File: config.mk
export PLATFORM = sky130hd
export DESIGN_NAME = button_conditioner
export DESIGN_NICKNAME = d
export VERILOG_FILES = /design/src/rtl/button_pkg.sv /design/src/rtl/debounce_cell.sv /design/src/rtl/button_conditioner.sv
export SDC_FILE = /design/constraint.sdc
export NUM_CORES = 1
export LEC_CHECK = 0
export BUFFER_PORTS_ARGS = -buffer_cell sky130_fd_sc_hd__buf_4
export CORE_UTILIZATION = 55
export CTS_CLUSTER_DIAMETER = 40
export CTS_CLUSTER_SIZE = 30
export DETAILED_ROUTE_END_ITERATION = 6
export PLACE_DENSITY = 0.76
export SYNTH_ARGS = -nofsm -noshare
export SYNTH_HDL_FRONTEND = slang
export SYNTH_SLANG_ARGS = --single-unit
File: constraint.sdc
create_clock -name clk -period 10.8 [get_ports clk]
set_input_delay 2.16 -clock clk [delete_from_list [all_inputs] [get_ports clk]]
set_output_delay 2.16 -clock clk [all_outputs]
set_load 0.05 [all_outputs]
File: src/rtl/button_pkg.sv
// Shared constants for the push-button conditioner.
//   N_DEFAULT / TICK_DIV_DEFAULT / SAMPLES_DEFAULT : default parameter values
//   TICK_DIV_MIN/MAX, SAMPLES_MIN/MAX              : legal parameter ranges
//   level_t                                        : debounced button level
//   cnt_width()                                    : prescaler counter width
package button_pkg;

  localparam int unsigned N_DEFAULT        = 21;
  localparam int unsigned TICK_DIV_DEFAULT = 12000;
  localparam int unsigned TICK_DIV_MIN     = 1;
  localparam int unsigned TICK_DIV_MAX     = 1 << 24;
  localparam int unsigned SAMPLES_DEFAULT  = 4;
  localparam int unsigned SAMPLES_MIN      = 2;
  localparam int unsigned SAMPLES_MAX      = 8;

  typedef enum logic {
    LEVEL_RELEASED = 1'b0,
    LEVEL_PRESSED  = 1'b1
  } level_t;

  // At least one bit so TICK_DIV of 1 or 2 still yields a legal vector.
  function automatic int unsigned cnt_width(input int unsigned div);
    return (div <= 2) ? 1 : $clog2(div);
  endfunction

endpackage

File: src/rtl/debounce_cell.sv
// One button channel: 2-flop synchronizer, SAMPLES-deep tick-sampled history,
// debounced level and registered edge strobes.
//   clk, reset : system clock, asynchronous active-high reset
//   tick       : shared sample strobe from the prescaler
//   raw        : asynchronous button level, 1 = pressed
//   clean      : debounced level
//   rise, fall : one-cycle strobes on debounced 0->1 / 1->0
module debounce_cell
  import button_pkg::*;
#(
  parameter int unsigned SAMPLES = SAMPLES_DEFAULT
) (
  input  logic clk,
  input  logic reset,
  input  logic tick,
  input  logic raw,
  output logic clean,
  output logic rise,
  output logic fall
);

  logic               meta;
  logic               sync;
  logic [SAMPLES-1:0] hist;
  logic [SAMPLES-1:0] hist_next;
  level_t             state;
  level_t             state_next;
  logic               rise_next;
  logic               fall_next;

  always_ff @(posedge clk or posedge reset) begin
    if (reset) begin
      meta <= 1'b0;
      sync <= 1'b0;
    end else begin
      meta <= raw;
      sync <= meta;
    end
  end

  always_ff @(posedge clk or posedge reset) begin
    if (reset) begin
      hist  <= '0;
      state <= LEVEL_RELEASED;
      rise  <= 1'b0;
      fall  <= 1'b0;
    end else begin
      hist  <= hist_next;
      state <= state_next;
      rise  <= rise_next;
      fall  <= fall_next;
    end
  end

  // Decision uses the history including this tick's sample, so the level
  // flips on the very tick that completes SAMPLES agreeing samples.
  always_comb begin
    hist_next  = hist;
    state_next = state;
    rise_next  = 1'b0;
    fall_next  = 1'b0;
    if (tick) begin
      hist_next = {hist[SAMPLES-2:0], sync};
      case (state)
        LEVEL_RELEASED: begin
          if (&hist_next) begin
            state_next = LEVEL_PRESSED;
            rise_next  = 1'b1;
          end
        end
        LEVEL_PRESSED: begin
          if (~|hist_next) begin
            state_next = LEVEL_RELEASED;
            fall_next  = 1'b1;
          end
        end
        default: state_next = LEVEL_RELEASED;
      endcase
    end
  end

  assign clean = (state == LEVEL_PRESSED);

endmodule

File: src/rtl/button_conditioner.sv
// Debounces N push buttons with a shared sample-tick prescaler.
//   clk, reset : system clock, asynchronous active-high reset
//   pb_raw     : raw asynchronous button levels, 1 = pressed
//   pb_clean   : debounced levels (registered)
//   pb_rise    : one-cycle strobe per debounced 0->1 (registered)
//   pb_fall    : one-cycle strobe per debounced 1->0 (registered)
//   any_press  : combinational OR of pb_rise
module button_conditioner
  import button_pkg::*;
#(
  parameter int unsigned N        = N_DEFAULT,
  parameter int unsigned TICK_DIV = TICK_DIV_DEFAULT,
  parameter int unsigned SAMPLES  = SAMPLES_DEFAULT
) (
  input  logic         clk,
  input  logic         reset,
  input  logic [N-1:0] pb_raw,
  output logic [N-1:0] pb_clean,
  output logic [N-1:0] pb_rise,
  output logic [N-1:0] pb_fall,
  output logic         any_press
);

  localparam int unsigned      CNT_W    = cnt_width(TICK_DIV);
  localparam logic [CNT_W-1:0] CNT_LAST = CNT_W'(TICK_DIV - 1);

  logic [CNT_W-1:0] cnt;
  logic             tick;

  assign tick = (cnt == CNT_LAST);

  always_ff @(posedge clk or posedge reset) begin
    if (reset) begin
      cnt <= '0;
    end else if (tick) begin
      cnt <= '0;
    end else begin
      cnt <= cnt + CNT_W'(1);
    end
  end

  for (genvar i = 0; i < N; i++) begin : g_cell
    debounce_cell #(
      .SAMPLES(SAMPLES)
    ) u_cell (
      .clk  (clk),
      .reset(reset),
      .tick (tick),
      .raw  (pb_raw[i]),
      .clean(pb_clean[i]),
      .rise (pb_rise[i]),
      .fall (pb_fall[i])
    );
  end

  assign any_press = |pb_rise;

endmodule

==> impl_metrics.yaml <==
placement:
  numPortBuffers: 86
  gp_congestion: 0.758
  dpl.hpwl_mm: 8.67
  dpl_cell_area_sq_um: 7630
  placed_cells: 856
clock_network:
  cts_sinks: 182
  postCtsSetupBuffers: 0
  root_buffer: "clkbuf_16"
  post_cts_resized: 0
  cts_hold_buf: 0
  clkTransAtPathRegs_ns: 0.07
  h-tree-depth: 4
  cts_buffers: 17
  clk-insertion-delay-late_ns: 0.42
  cts_tree: "built"
  clk_path_buf_depth: 2
sta:
  timing.fmax_mhz: 234
  fin_crit_sh: 0.396
  setup_viol: 0
  fin_skew_ns: 0.00594
  hold_violations: 0
  setup_tns_ns: 0
  hold_ws_ns: 0.345
  tightest_slew_ns: 1.10
  post-route-min-period_ns: 4.27
  rsz0062_at_grt: "no"
  report.final.slew_viol_count: 0
  relSlewSlack: 0.269
critical_path:
  regToRegSetupSlack_ns: 8.25
  crit_fanout: 2
  worstSetupPathType: "register to output pin"
  cpPeakStageDelay_ns: 0.45
  cp_slowest_cell: "or4_1"
  reg2reg_to: "g_cell[8].u_cell.rise"
  r2r_cells: 4
  cp-start-kind: "register"
  arrival_ns: 2.11
  crit_path_end_kind: "output pin"
  path_cells: "nor4_1 -> nand4_1 -> or4_1 -> buf_4"
  cp.required_ns: 8.64
  reg2reg_from: "cnt[0]"
die:
  initial_core_util: 0.572
  ios: 87
  chipWidth_microns: 118
  die_y_microns: 118
  die_area_sq_um: 13800
  fp-row-count: 41
  core_sq_um: 12800
power_and_ir_drop:
  pwr_density_cell_nw_per_um2: 162
  ir_drop_mv: 0.111
  power_leakage_uw: 0.00406
  sw_frac_of_total: 0.205
  p_comb_frac: 0.018
  p_switching_uw: 272
  power.share.clock: 0.459
  cellInternalPower_uw: 1060
  p_seq_frac: 0.524
hold_path:
  hold_end: "g_cell[5].u_cell.sync"
  hold_class: "register to register"
  min_path_cells: 0
  hold_start: "g_cell[5].u_cell.meta"
route:
  drc: 0
  ant_nets: 0
  drt_wl_total_mm: 13.7
  wl_per_cell_microns: 15.4
  dr.pass1.iters: 5
  viasPerCell: 5.53
  vias: 4911
  drtIter0Drc: 514
logic_synthesis:
  ys_seq_area_frac: 0.621
  syn_area_per_cell_sq_um: 10.8
  syn_area_sq_um: 7340
  ys_types: 33
  syn_nets: 705
  ys_ff_latch: 182
  synth_cells: 681
  yosys_warnings: 0
cells_and_area:
  finalNonFillerCells: 888
  final_nets: 727
  fin_area_sq_um: 8220
  layout-drive-gt1-share: 0.198
  diodes: 0
  area_growth_syn_to_layout_pct: 12.1
grt:
  gr-usage-all-layers: 0.211
  grt-ovfl-total: 0
  grt_max_degree: 112
  grt_pass1_vias: 4736
  grt_pass1_wl_mm: 23.0
  antenna_found_initial: 0
flow_run:
  drv_cap: 0
outcome:
  status: "complete, no violations"
## area by class of cell
class | count | area (sq um)
fill | 1011 | 4600
sequential | 182 | 4550
multi-input combinational | 411 | 2180
timing repair buffer | 89 | 668
clock buffer | 21 | 470
tap | 172 | 215
clock inverter | 11 | 125
inverter | 2 | 12.5
## sequential cells by signal, summed over array words and instances (netlist names)
signal and cells:
cnt 14, g_cell.u_cell.clean 21, g_cell.u_cell.fall 21, g_cell.u_cell.hist 63, g_cell.u_cell.meta 21, g_cell.u_cell.rise 21
g_cell.u_cell.sync 21
## critical path, delay by kind of cell, from the launching register on
family	cells	cell delay, ns
AND/OR/NAND/NOR	3	1.11
flip-flops	1	0.38
buffers and inverters	1	0.20
## layout by cell type, fill, tap and decap left out, drive strengths merged, types with 10 or more instances in the layout
cell    synthesis  layout
a211oi         10      10
a41oi          21      21
and3           10      10
buf            83      89
clkbuf          3      21
dfrtp         182     182
nand2         194     194
nand4          22      22
nor2           44      44
nor3           21      21
nor4           16      16
o22ai          11      11
or4            14      14
or4b           11      11
## synthesized netlist by cell type
master,count,area (sq um)
and2_1,1,6.26
nor2_1,44,165
nor2b_1,9,56.3
or4_4,1,11.3
nand4b_1,5,43.8
buf_6,2,22.5
o22ai_1,11,68.8
or2_1,1,6.26
xor2_1,5,43.8
or4b_2,11,110
nand2_1,194,728
buf_4,64,480
a21oi_1,1,5.00
nand3_1,3,15.0
a41oi_1,21,184
nand4_1,22,138
or4_1,13,97.6
xnor2_1,6,52.6
nor4_4,1,21.3
nand3b_1,1,7.51
a211oi_1,10,75.1
clkbuf_1,3,11.3
buf_2,17,85.1
nor3_2,8,80.1
nor3_1,13,65.1
and3_1,10,62.6
nor4_1,15,93.8
o21ai_0,1,5.00
and4_1,1,8.76
or3_1,2,12.5
dfrtp_1,182,4550
inv_1,2,7.51
ha_1,1,12.5
## through the flow
| step | utilization | power [uW] | setup WS, ns |
|---|---|---|---|
| after floorplan | - | 721 | 3.70 |
| after global placement | 0.595 | 731 | 6.89 |
| after detailed placement | 0.595 | 733 | 6.83 |
| after CTS | 0.641 | 1340 | 6.44 |
| after global routing | 0.641 | 1370 | 6.37 |
| final | 0.641 | 1330 | 6.53 |
## logic make-up (layout without fill, tap and decap cells)
| logic type | Yosys count | after routing | share of synthesized area |
|---|---|---|---|
| buffers and inverters | 88 | 123 | 0.0827 |
| xor gates and xnor gates | 11 | 11 | 0.0131 |
| and+or+nand+nor | 355 | 355 | 0.236 |
| adders and majority gates | 1 | 1 | 0.00171 |
| DFF | 182 | 182 | 0.621 |
| AOI/OAI and AO/OA | 44 | 44 | 0.0460 |
## per-layer routing
layer,share of wire,track usage
met1,0.43,0.269
met5,0,0
met3,0.046,0.0547
met2,0.51,0.346
met4,0.017,0.0841
## power groups by stage
stage	logic, uW	registers (uW)	clock network (uW)
floorplan	14.1	706	0
global placement	24.0	707	0
detailed placement	24.8	708	0
CTS	24.9	695	618
global route	27.8	696	651
finish	23.5	695	609
## worst max-delay path by stage
| stage | startpoint | end | slack, ns | depth (start not counted) |
|---|---|---|---|---|
| 6_report | g_cell[12].u_cell.rise | any_press | 6.53 | 4 |
| 5_1_grt | g_cell[12].u_cell.rise | any_press | 6.37 | 4 |
| 4_1_cts | g_cell[12].u_cell.rise | any_press | 6.44 | 4 |
| 3_5_place_dp | reset | g_cell[14].u_cell.sync | 6.83 | 3 |
| 3_3_place_gp | reset | g_cell[0].u_cell.rise | 6.89 | 3 |
| 2_1_floorplan | reset | cnt[0] | 3.70 | 1 |
(Power assumes the default switching activity.)
